[config.mk]
export PLATFORM = sky130hd
export DESIGN_NAME = ex_muldiv_unit
export DESIGN_NICKNAME = d
export VERILOG_FILES = /design/src/rtl/ex_muldiv_unit.sv
export SDC_FILE = /design/constraint.sdc
export NUM_CORES = 1
export LEC_CHECK = 0
export ABC_CLOCK_PERIOD_IN_PS = 7190
export CAP_MARGIN = 10
export CORE_AREA = 2 2 207 209
export DETAILED_ROUTE_END_ITERATION = 12
export DIE_AREA = 0 0 209 211
export PLACE_DENSITY = 0.66
export REMOVE_ABC_BUFFERS = 1
export SKIP_LAST_GASP = 1
export SYNTH_ARGS = -nofsm -noshare
export SYNTH_HDL_FRONTEND = slang
export SYNTH_SLANG_ARGS = --single-unit
[constraint.sdc]
create_clock -name CLK -period 7.19 [get_ports CLK]
set_input_delay 2.157 -clock CLK [delete_from_list [all_inputs] [get_ports CLK]]
set_output_delay 2.157 -clock CLK [all_outputs]
set_load 0.05 [all_outputs]
[src/rtl/ex_muldiv_unit.sv]
// Iterative multiply/divide unit for the EX stage. It holds the architectural HI/LO
// registers and takes WIDTH cycles per MULT/MULTU/DIV/DIVU.
module ex_muldiv_unit #(
  parameter int WIDTH = 32,
  parameter int CNT_W = 6
) (
  input  logic             CLK,
  input  logic             RESET,
  input  logic             ENABLE,
  input  logic             I_MD_START,
  input  logic [2:0]       I_MD_OP,
  input  logic [WIDTH-1:0] I_MD_A,
  input  logic [WIDTH-1:0] I_MD_B,
  input  logic             I_HILO_USE,
  output logic [WIDTH-1:0] O_HI,
  output logic [WIDTH-1:0] O_LO,
  output logic             O_BUSY,
  output logic             O_DONE,
  output logic             O_STALL
);

  localparam logic [2:0] OP_MULT  = 3'b001;
  localparam logic [2:0] OP_MULTU = 3'b010;
  localparam logic [2:0] OP_DIV   = 3'b011;
  localparam logic [2:0] OP_DIVU  = 3'b100;
  localparam logic [2:0] OP_MTHI  = 3'b101;
  localparam logic [2:0] OP_MTLO  = 3'b110;

  typedef enum logic {IDLE, RUN} state_t;

  state_t             state, state_next;
  logic [CNT_W-1:0]   cnt;
  logic [2*WIDTH-1:0] acc;
  logic [WIDTH-1:0]   opnd;
  logic [WIDTH-1:0]   raw_a;
  logic [WIDTH-1:0]   hi, lo;
  logic               done;
  logic               is_div, neg_q, neg_r, div_zero;

  logic               signed_op, is_iter_op, a_neg, b_neg, last_iter, rem_ge;
  logic [WIDTH-1:0]   abs_a, abs_b, rem_sub, res_hi, res_lo;
  logic [WIDTH:0]     mul_sum;
  logic [2*WIDTH-1:0] mul_next, div_next, acc_step, prod;

  always_comb begin
    signed_op  = (I_MD_OP == OP_MULT) || (I_MD_OP == OP_DIV);
    is_iter_op = (I_MD_OP == OP_MULT) || (I_MD_OP == OP_MULTU) ||
                 (I_MD_OP == OP_DIV)  || (I_MD_OP == OP_DIVU);
    a_neg      = signed_op & I_MD_A[WIDTH-1];
    b_neg      = signed_op & I_MD_B[WIDTH-1];
    abs_a      = a_neg ? -I_MD_A : I_MD_A;
    abs_b      = b_neg ? -I_MD_B : I_MD_B;
    last_iter  = (cnt == CNT_W'(WIDTH-1));
  end

  // Multiply: acc = {partial product, remaining multiplier bits}; add then shift right.
  // Divide: acc = {partial remainder, remaining dividend bits / quotient}; restoring step.
  always_comb begin
    mul_sum  = {1'b0, acc[2*WIDTH-1:WIDTH]} + {1'b0, (acc[0] ? opnd : {WIDTH{1'b0}})};
    mul_next = {mul_sum, acc[WIDTH-1:1]};
    rem_ge   = acc[2*WIDTH-1:WIDTH-1] >= {1'b0, opnd};
    rem_sub  = acc[2*WIDTH-2:WIDTH-1] - opnd;
    div_next = rem_ge ? {rem_sub, acc[WIDTH-2:0], 1'b1} : {acc[2*WIDTH-2:0], 1'b0};
    acc_step = is_div ? div_next : mul_next;
  end

  // Sign correction of the final iteration's value, plus the divide-by-zero override.
  always_comb begin
    prod   = neg_q ? -acc_step : acc_step;
    res_hi = prod[2*WIDTH-1:WIDTH];
    res_lo = prod[WIDTH-1:0];
    if (is_div) begin
      if (div_zero) begin
        res_hi = raw_a;
        res_lo = {WIDTH{1'b1}};
      end else begin
        res_hi = neg_r ? -acc_step[2*WIDTH-1:WIDTH] : acc_step[2*WIDTH-1:WIDTH];
        res_lo = neg_q ? -acc_step[WIDTH-1:0] : acc_step[WIDTH-1:0];
      end
    end
  end

  always_ff @(posedge CLK or posedge RESET) begin
    if (RESET) state <= IDLE;
    else       state <= state_next;
  end

  always_comb begin
    state_next = state;
    case (state)
      IDLE: if (ENABLE && I_MD_START && is_iter_op) state_next = RUN;
      RUN:  if (ENABLE && last_iter) state_next = IDLE;
      default: state_next = IDLE;
    endcase
  end

  always_ff @(posedge CLK or posedge RESET) begin
    if (RESET) begin
      cnt      <= '0;
      acc      <= '0;
      opnd     <= '0;
      raw_a    <= '0;
      hi       <= '0;
      lo       <= '0;
      done     <= 1'b0;
      is_div   <= 1'b0;
      neg_q    <= 1'b0;
      neg_r    <= 1'b0;
      div_zero <= 1'b0;
    end else if (ENABLE) begin
      done <= 1'b0;
      if (state == IDLE) begin
        if (I_MD_START) begin
          case (I_MD_OP)
            OP_MULT, OP_MULTU: begin
              opnd     <= abs_a;
              acc      <= {{WIDTH{1'b0}}, abs_b};
              is_div   <= 1'b0;
              neg_q    <= a_neg ^ b_neg;
              neg_r    <= 1'b0;
              div_zero <= 1'b0;
              cnt      <= '0;
            end
            OP_DIV, OP_DIVU: begin
              opnd     <= abs_b;
              acc      <= {{WIDTH{1'b0}}, abs_a};
              raw_a    <= I_MD_A;
              is_div   <= 1'b1;
              neg_q    <= a_neg ^ b_neg;
              neg_r    <= a_neg;
              div_zero <= (I_MD_B == '0);
              cnt      <= '0;
            end
            OP_MTHI: hi <= I_MD_A;
            OP_MTLO: lo <= I_MD_A;
            default: ;
          endcase
        end
      end else begin
        acc <= acc_step;
        cnt <= cnt + CNT_W'(1);
        if (last_iter) begin
          hi   <= res_hi;
          lo   <= res_lo;
          done <= 1'b1;
        end
      end
    end
  end

  assign O_HI    = hi;
  assign O_LO    = lo;
  assign O_BUSY  = (state == RUN);
  assign O_DONE  = done;
  assign O_STALL = O_BUSY & I_HILO_USE;

endmodule

* Word-level counts from Yosys, hierarchy flattened
Index checks and enable logic that the tools add are counted.
Word-level totals: flip-flop bits (word level) 204, bits of input ports 72, output and inout port bits 67, word-level logic and storage cells 93
Cells by class: add/subtract/negate cells 8, magnitude comparators 1, equality and inequality tests 8, muxes and demuxes 35, bitwise gates (word level) 5, reduce and logical (&&, ||, !) cells 24
Operator list (number):
- two-way mux 32 bit | 17
- two-way mux 64 bit | 5
- negation 32 bit | 4
- one-hot mux 64 bit (2 select lines) | 1
- negation 64 bit | 1
- one-hot mux 32 bit (2 select lines) | 1
- adder 32 x 32 -> 33 bit | 1
- greater-or-equal comparator 33 x 32 -> 1 bit | 1
- zero test 32 bit | 1
- subtractor 32 bit | 1
- AND reduction 4 bit | 5
- two-way mux 6 bit | 3
- nonzero test 2 bit | 5
- == test 3 bit (second input constant) | 3
- one-hot mux 1 bit (2 select lines) | 4
- adder 6 x 1 -> 6 bit (second input constant) | 1
- == test 3 x 2 -> 1 bit (second input constant) | 2
- == test 6 x 5 -> 1 bit (second input constant) | 1
- AND reduction 3 bit | 2
- logical OR 1 bit | 4
- two-way mux 1 bit | 4
- OR reduction 2 bit | 2
- OR reduction 4 bit | 1
- bitwise AND 1 bit | 3
- 6 further kinds | 8

* Depth between registers and ports, before layout
Gate-level depths: netlist (run 1).
word-level depth 9, mapped depth 22, gate-level depth less buffers 19

* Least setup slack after synthesis (run 1)
OpenSTA, ideal clock, no wires.
kind flip-flop to flip-flop, start point reg acc[37], end point reg hi[22], in the netlist O_HI[22], data arrival time 4.964 ns, required time 7.113 ns, path slack 2.148 ns, stages on the path, launching flop included 19, path buffers 0, clock period less this slack 5.042 ns, cell sequence dfrtp_1 ha_1 a21o_1 a31o_4 a311o_1 o211ai_4 a41o_1 ha_1 o211ai_1 o21bai_1 or2_2 or4_1 nand2b_1 nand2b_1 or2_2 o41ai_1 xor2_1 o221ai_1 a21oi_1
Between the ends: longest elaborated chain between the ends 9
Ends and longest elaborated chain:
- start: declaration | line 33 | logic [2*WIDTH-1:0] acc;
- start signal: assignment | line 117 | acc <= {{WIDTH{1'b0}}, abs_b};
- start signal: assignment | line 126 | acc <= {{WIDTH{1'b0}}, abs_a};
- start signal: assignment | line 140 | acc <= acc_step;
- subtractor 32 bit / greater-or-equal comparator 33 x 32 -> 1 bit (equally long branches) | line 62, 61
- two-way mux 64 bit | line 63 | div_next = rem_ge ? {rem_sub, acc[WIDTH-2:0], 1'b1} : {acc[2*WIDTH-2:0], 1'b0};
- two-way mux 64 bit (*) | line 64 | acc_step = is_div ? div_next : mul_next;
- negation 32 bit | line 77 | res_hi = neg_r ? -acc_step[2*WIDTH-1:WIDTH] : acc_step[2*WIDTH-1:WIDTH];
- two-way mux 32 bit | line 77
- two-way mux 32 bit | line 73 | if (div_zero) begin
- two-way mux 32 bit (*) | line 72 | if (is_div) begin
- two-way mux 32 bit (*) | line 142 | if (last_iter) begin
- two-way mux 32 bit (*) | line 112 | if (state == IDLE) begin
- end signal: assignment | line 143 | hi <= res_hi;
- end: declaration | line 36 | logic [WIDTH-1:0] hi, lo;
Every way passes the cells marked *; elsewhere a longest branch is shown, timed or not. The select of a mux whose other input is x is not followed. A chain may end at the register's enable or synchronous reset.

* Worst setup path after layout (run 1)
start point reg acc[49], end point reg hi[22], in the netlist O_HI[22]
The elaborated chain is that of the path after synthesis.

==> metrics.md, run 1 <==
| Metric | Value |
|---|---|
| Ant. Diodes | 0 |
| Period minus WS final | 6260 ps |
| Leakage | 8.83 nW |
| NumNets Final | 2,641 |
| Worst reg2reg path depth | 19 |
| WL final | 72,800 um |
| Drt first-iter violations | 1,949 |
| Worst-Margin Slew | 1170 ps |
| Hold path endpoint | O_HI[5] |
| Peak Freq | 160 MHz |
| Reg-to-Reg End | O_HI[22] |
| Setup-failing EPs final | 0 |
| CTS Buffer Depth | 3 |
| Worst setup margin | 926 ps |
| Gate Count Post-Synth | 2,453 |
| Initial antenna violation count | 0 |
| Clock buffer count from CTS | 25 |
| Via total after detailed routing | 19,524 |
| PnR Total Power | 10.6 mW |
| Area Growth Syn to Fin | 14.3% |
| Post-CTS Setup Bufs | 0 |
| Number of global-route vias before repair | 18,209 |
| Worst vdd ir | 0.234 mV |
| Avg WL per Cell | 23.8 um |
| Hold Vio Cnt, Final | 0 |
| Max-cap violations | 0 |
| GPL Wtd Cong | 0.965 |
| Top-area cell type share of the netlist area | 27.4% |
| Sequential-to-total area share from yosys stat | 27.4% |
| Clock tree from TritonCTS | done |
| Final Slew Violations | 0 |
| Startpoint types | flop |
| Hold Slack | 481 ps |
| Post-Syn Area | 18,700 um^2 |
| Ys async rst share | 100% |
| Pin count of the biggest net entering global routing | 69 |
| Mapped Avg Cell Area | 7.61 um^2 |
| Die width | 209 um |
| Reg clk slew, reported paths | 70 ps |
| Die ar. | 44,100 um^2 |
| Fraction of layout cells with a size suffix above 1 | 6.96% |
| Dominant cells by area after synthesis | dfrtp_1, o21ai_0, nand2_1 |
| Clk_skew | 14.5 ps |
| Cell taking the most area after synthesis | dfrtp_1 |
| Core box area | 41,800 um^2 |
| Worst r2r src | acc[49] |
| Yosys reg bits | 204 |
| Initial Utilization | 44.7% |
| Final HPWL DP | 54,800 um |
| RSZ-0062 raised after global routing | no |
| DR DRC count | 0 |
| Synth cell types | 98 |
| Post-cts sizing count | 0 |
| WS Path Type | flop to flop |
| CTS sink count | 204 |
| Post-synth EDFFs | 0 |
| IO buf count | 138 |
| Min-Delay Startpoint | O_HI[5] |
| CP endpoint kind | flop |
| Vias per cell | 6.39 |
| Hold_buf cts | 0 |
| Root Buffer | clkbuf_16 |
| CP arrival | 6730 ps |
| Hold Path Class | flop to flop |
| Period Utilization, post-route | 87.1% |
| Post-place setup slack | 1090 ps |
| First-pass GRT wire length | 111,000 um |
| Std cell rows | 75 |
| Slew margin rel. | 21.6% |
| GRT overflow | 0 |
| YS warnings | 0 |
| Pwr Density | 498 nW/um^2 |
| Pre-Repair DR Iteration Count | 6 |
| Crit Path Max Fanout | 13 |
| H-tree depth | 1 |
| Status | finished, final reports clean |
| Die Y-Extent | 211 um |
| Tot GR Track Use | 32.4% |
| Detail Route Antenna Nets | 0 |
| Synth Flop Type | dfrtp_1 |
| I/O Pins | 139 |
| Fillers | 4,087 |
| WHS Path Cells | 2 |
| Latest clock arrival within the worst-skew pair | 550 ps |
| R2R Setup Slk | 930 ps |
| Required @ worst endpoint | 7660 ps |
-- per-layer routing --
layer	GRT usage (%)	vias up	wire (um)
li1	-	9002	-
met1	45.9	9497	32200
met2	51.0	895	32300
met3	4.74	130	6190
met4	10.2	0	2220
met5	0	-	0
-- worst max path at each step --
stage	slack [ps]	end	cells past startpoint	startpoint
floorplan	-970	O_HI[22]	13	is_div
global placement	1150	O_HI[22]	19	acc[51]
detailed placement	1090	O_HI[22]	19	acc[49]
CTS	1050	O_HI[22]	19	acc[49]
global route	570	O_HI[22]	19	acc[49]
finish	930	O_HI[22]	19	acc[49]
-- stage by stage --
| step | std cells | utilization [%] | area (um^2) | setup TNS (ps) |
|---|---|---|---|---|
| floorplan | 2293 | - | 18000 | -122090 |
| global placement | 3010 | 49.0 | 20400 | 0 |
| detailed placement | 3010 | 49.0 | 20400 | 0 |
| CTS | 3055 | 51.1 | 21300 | 0 |
| global route | 3055 | 51.1 | 21300 | 0 |
| finish | 3055 | 51.1 | 21300 | 0 |
-- worst max-delay path, stage by stage, from the launching register on --
cell	delay [ps]
dfrtp_1	450
ha_1	430
a21oi_1	230
o21ai_1	150
a221oi_2	490
nand2b_1	490
a41o_1	440
ha_1	270
o211ai_1	120
o21bai_1	200
or2_2	330
or4_1	620
nand2b_1	260
nand2b_1	190
buf_4	210
or2_2	350
o41ai_1	430
xor2_1	180
o221ai_1	120
a21oi_1	190
-- sequential cells by signal, summed over array words and instances (netlist names) --
name / count
O_DONE: 1
cnt: 6
acc: 64
neg_q: 1
O_HI: 32
is_div: 1
div_zero: 1
raw_a: 32
O_BUSY: 1
opnd: 32
neg_r: 1
O_LO: 32
-- layout by cell type, fill, tap and decap left out, drive strengths merged, types with 19 or more instances in the layout --
master         count
buf               40
clkdlybuf4s50    138
nand2            311
and3              19
xor2              86
dfrtp            204
o211ai            50
nand3             60
inv               77
a211oi            27
o31ai             33
a31oi             24
nor2             210
mux2              41
nor4              29
ha                69
o21ai            247
nand4             38
nor2b             19
xnor2             93
mux2i             43
or3               23
nor3              61
a21o              26
a21oi            188
o22ai             40
clkbuf            34
and2              55
-- kinds of logic (layout without fill, tap and decap cells) --
| kind of cell | Yosys count | in the layout | share of synthesized area (%) |
|---|---|---|---|
| xor+xnor | 179 | 179 | 8.40 |
| fa+ha+maj | 71 | 71 | 4.84 |
| flops | 204 | 204 | 27.4 |
| mux | 84 | 84 | 4.78 |
| simple gates | 902 | 902 | 23.2 |
| compound gates | 774 | 774 | 26.4 |
| buf+inv | 239 | 302 | 5.00 |
-- power by group --
group	switching, mW	leakage [nW]	total, mW	internal (mW)
logic	4.70	5.88	7.25	2.55
clock network	0.542	0.435	1.38	0.842
registers	0.453	2.51	1.99	1.54
total	5.70	8.83	10.6	4.93
-- cell type report --
| type | count | area, um^2 | share of cell area, % |
|---|---|---|---|
| timing repair buffer | 178 | 1680 | 7.88 |
| multi-input combinational | 2010 | 12700 | 59.4 |
| sequential | 204 | 5110 | 24.0 |
| inverter | 79 | 304 | 1.43 |
| clock inverter | 11 | 165 | 0.774 |
| clock buffer | 34 | 719 | 3.37 |
| tap | 539 | 674 | 3.16 |
-- Yosys cell counts (9+ instances only) --
cell type  count
nand3_1       59
a211oi_1      25
xnor2_1       93
or3_1         23
nand2b_1      16
or4_1         15
nor2_1       210
and2_1        55
nor4_1        28
ha_1          69
nor3_1        59
and3_1        19
clkbuf_1     125
a31oi_1       24
mux2_2        41
nand4_1       37
buf_2          9
o22ai_1       40
buf_1         20
nor2b_1       19
o21ai_0      240
inv_1         78
o31ai_1       32
o41ai_1        9
xor2_1        86
o31a_1        10
a21o_1        26
o21a_1        18
a21oi_1      187
dfrtp_1      204
o211ai_1      49
o21bai_1       9
nand2_1      311
mux2i_1       43
Power figures use the tool's default switching activity.
==> inputs of run 2 (changes only) <==
--- a/config.mk
+++ b/config.mk
@@ -10,9 +10,9 @@
 export CORE_AREA = 2 2 207 209
 export DETAILED_ROUTE_END_ITERATION = 12
 export DIE_AREA = 0 0 209 211
+export GPL_ROUTABILITY_DRIVEN = 0
 export PLACE_DENSITY = 0.66
 export REMOVE_ABC_BUFFERS = 1
-export SKIP_LAST_GASP = 1
 export SYNTH_ARGS = -nofsm -noshare
 export SYNTH_HDL_FRONTEND = slang
 export SYNTH_SLANG_ARGS = --single-unit
==> run 2 against run 1 <==
Net effect: clock power decreased by 5%; sequential power hardly changed; core utilization decreased by 0.31 points; combinational power decreased by 3%; worst hold slack improved by 1.8 ps; total power shrank 2.4%; cell area decreased by 0.60%; fmax shrank 3.6%; worst setup slack got worse by 230 ps; critical endpoint unchanged; largest power group unchanged; highest routed layer unchanged.
==> metrics.md, run 2 (synthesized netlist as in run 1, its figures left out) <==
| Metric | Value |
|---|---|
| DR DRC count | 0 |
| Root Buffer | clkbuf_16 |
| GRT overflow | 0 |
| Vias per cell | 6.42 |
| WL final | 68,900 um |
| CP endpoint kind | flop |
| Hold Vio Cnt, Final | 0 |
| Setup-failing EPs final | 0 |
| Pwr Density | 489 nW/um^2 |
| CTS sink count | 204 |
| Post-CTS Setup Bufs | 0 |
| Tot GR Track Use | 30.7% |
| Clock buffer count from CTS | 25 |
| R2R Setup Slk | 690 ps |
| Startpoint types | flop |
| Comb pwr share | 68.1% |
| Met1 WL | 29,000 um |
| Die width | 209 um |
| Reg with most FFs | acc |
| Clock tree from TritonCTS | done |
| TNS Setup | 0 ps |
| CTS Buffer Depth | 3 |
| Slew margin rel. | 27.2% |
| Worst stage delay on the critical path | 620 ps |
| Number of global-route vias before repair | 18,529 |
| Flop pwr share | 19.3% |
| Uppermost layer routed | met4 |
| Commonest non-fill, non-tap cells in the layout | nand2_1, o21ai_0, nor2_1 |
| CP Buf/Inv Count | 0 |
| Initial Utilization | 44.7% |
| Worst-Margin Slew | 1090 ps |
| Die ar. | 44,100 um^2 |
| Via total after detailed routing | 19,555 |
| First-pass GRT wire length | 107,000 um |
| Max reg flops | 64 |
| CP top delay family | simple AND/OR/NAND/NOR gates |
| I/O Pins | 139 |
| Core box area | 41,800 um^2 |
| Hold Path Class | flop to flop |
| Period minus WS final | 6500 ps |
| Crit path cell chain | ha_1 > a21oi_1 > o21ai_1 > a221oi_2 > nand2b_1 > a41o_1 > ha_1 > o211ai_1 > o21bai_1 > or2_2 > or4_1 > nand2b_1 > nand2b_1 > or2_2 > o41ai_1 > xor2_1 > o221ai_1 > a21oi_1 |
| H-tree depth | 1 |
| CP arrival | 6980 ps |
| Std cell rows | 75 |
| Max-cap violations | 0 |
| Initial antenna violation count | 0 |
| Required @ worst endpoint | 7670 ps |
| Most common cell after layout, fill and taps aside | nand2_1 |
| Pin count of the biggest net entering global routing | 117 |
| Crit Path Max Fanout | 13 |
| Leakage | 8.75 nW |
| Latest clock arrival within the worst-skew pair | 550 ps |
| Clk_skew | 12.5 ps |
| Post-cts sizing count | 0 |
| Most frequent CP cell | nand2b_1 |
| Avg WL per Cell | 22.6 um |
| Net Sw Power | 5.55 mW |
| Met3 wire len | 6290 um |
| Status | finished, final reports clean |
| IO buf count | 138 |
| Internal power | 4.82 mW |
| Die Y-Extent | 211 um |
| Worst vdd ir | 0.259 mV |
| RSZ-0062 raised after global routing | no |
| Reg clk slew, reported paths | 60 ps |
| Period Utilization, post-route | 90.4% |
| Fraction of layout cells with a size suffix above 1 | 6.42% |
| Sw Share | 53.5% |
| PnR Total Power | 10.4 mW |
| Final HPWL DP | 51,500 um |
| Pre-Repair DR Iteration Count | 5 |
| Peak Freq | 154 MHz |
| Clock share of power | 12.6% |
| Hold_buf cts | 0 |
| Detail Route Antenna Nets | 0 |
| Drt first-iter violations | 2,166 |
| Area Growth Syn to Fin | 13.6% |
| Slowest CP cell | or4_1 |
| Ant. Diodes | 0 |
| WS Path Type | flop to flop |
| NumNets Final | 2,632 |
| Final Slew Violations | 0 |
| WL met2 | 30,500 um |
[run 2: worst register-to-register path, stage by stage, from the launching register on]
cell and delay (ps):
dfrtp_1 430, ha_1 420, a21oi_1 240, o21ai_1 160, a221oi_2 560, nand2b_1 430, a41o_1 450, ha_1 270
o211ai_1 110, o21bai_1 190, or2_2 320, or4_1 620, nand2b_1 260, nand2b_1 500, or2_2 500, o41ai_1 460
xor2_1 200, o221ai_1 120, a21oi_1 180
[run 2: area by class of cell]
| cell class | instances | area [um^2] |
|---|---|---|
| fillers | 4007 | 20600 |
| multi-input cells | 2010 | 12700 |
| flip-flops and latches | 204 | 5110 |
| repair buffers | 169 | 1610 |
| clock buffers | 36 | 697 |
| well taps | 539 | 674 |
| inverters | 79 | 304 |
| clock inverters | 9 | 126 |
[run 2: worst paths after layout]
check | depth (start not counted) | endpoint | from
hold reg to reg | 2 | O_HI[3] | O_HI[3]
setup reg to reg | 18 | O_HI[22] | acc[49]
max in group asynchronous | 3 | acc[24] | RESET
hold / removal | 2 | O_HI[3] | O_HI[3]
min in group asynchronous | 2 | O_LO[5] | RESET
setup / recovery | 18 | O_HI[22] | acc[49]
[run 2: power by group through the flow]
stage	combinational [mW]	clock (mW)	sequential (mW)
floorplan	4.37	0	2.39
global placement	6.74	0	1.98
detailed placement	6.81	0	2.00
CTS	6.86	1.32	1.99
global route	7.59	1.38	2.05
finish	7.06	1.31	2.00
[run 2: per-layer routing]
layer	up-vias	global-route usage (%)
met1	9416	42.0
met4	0	13.3
met2	969	48.0
met3	196	5.26
met5	-	0
li1	8974	-
[run 2: per-stage QoR]
step,cells,setup slack (ps),util [%],hold WS [ps],instance area [um^2]
floorplan,2293,-967,-,445,18000
global placement,3001,1020,48.8,465,20400
detailed placement,3001,874,48.8,470,20400
CTS,3046,837,50.8,484,21200
global route,3046,359,50.8,508,21200
finish,3046,691,50.8,482,21200
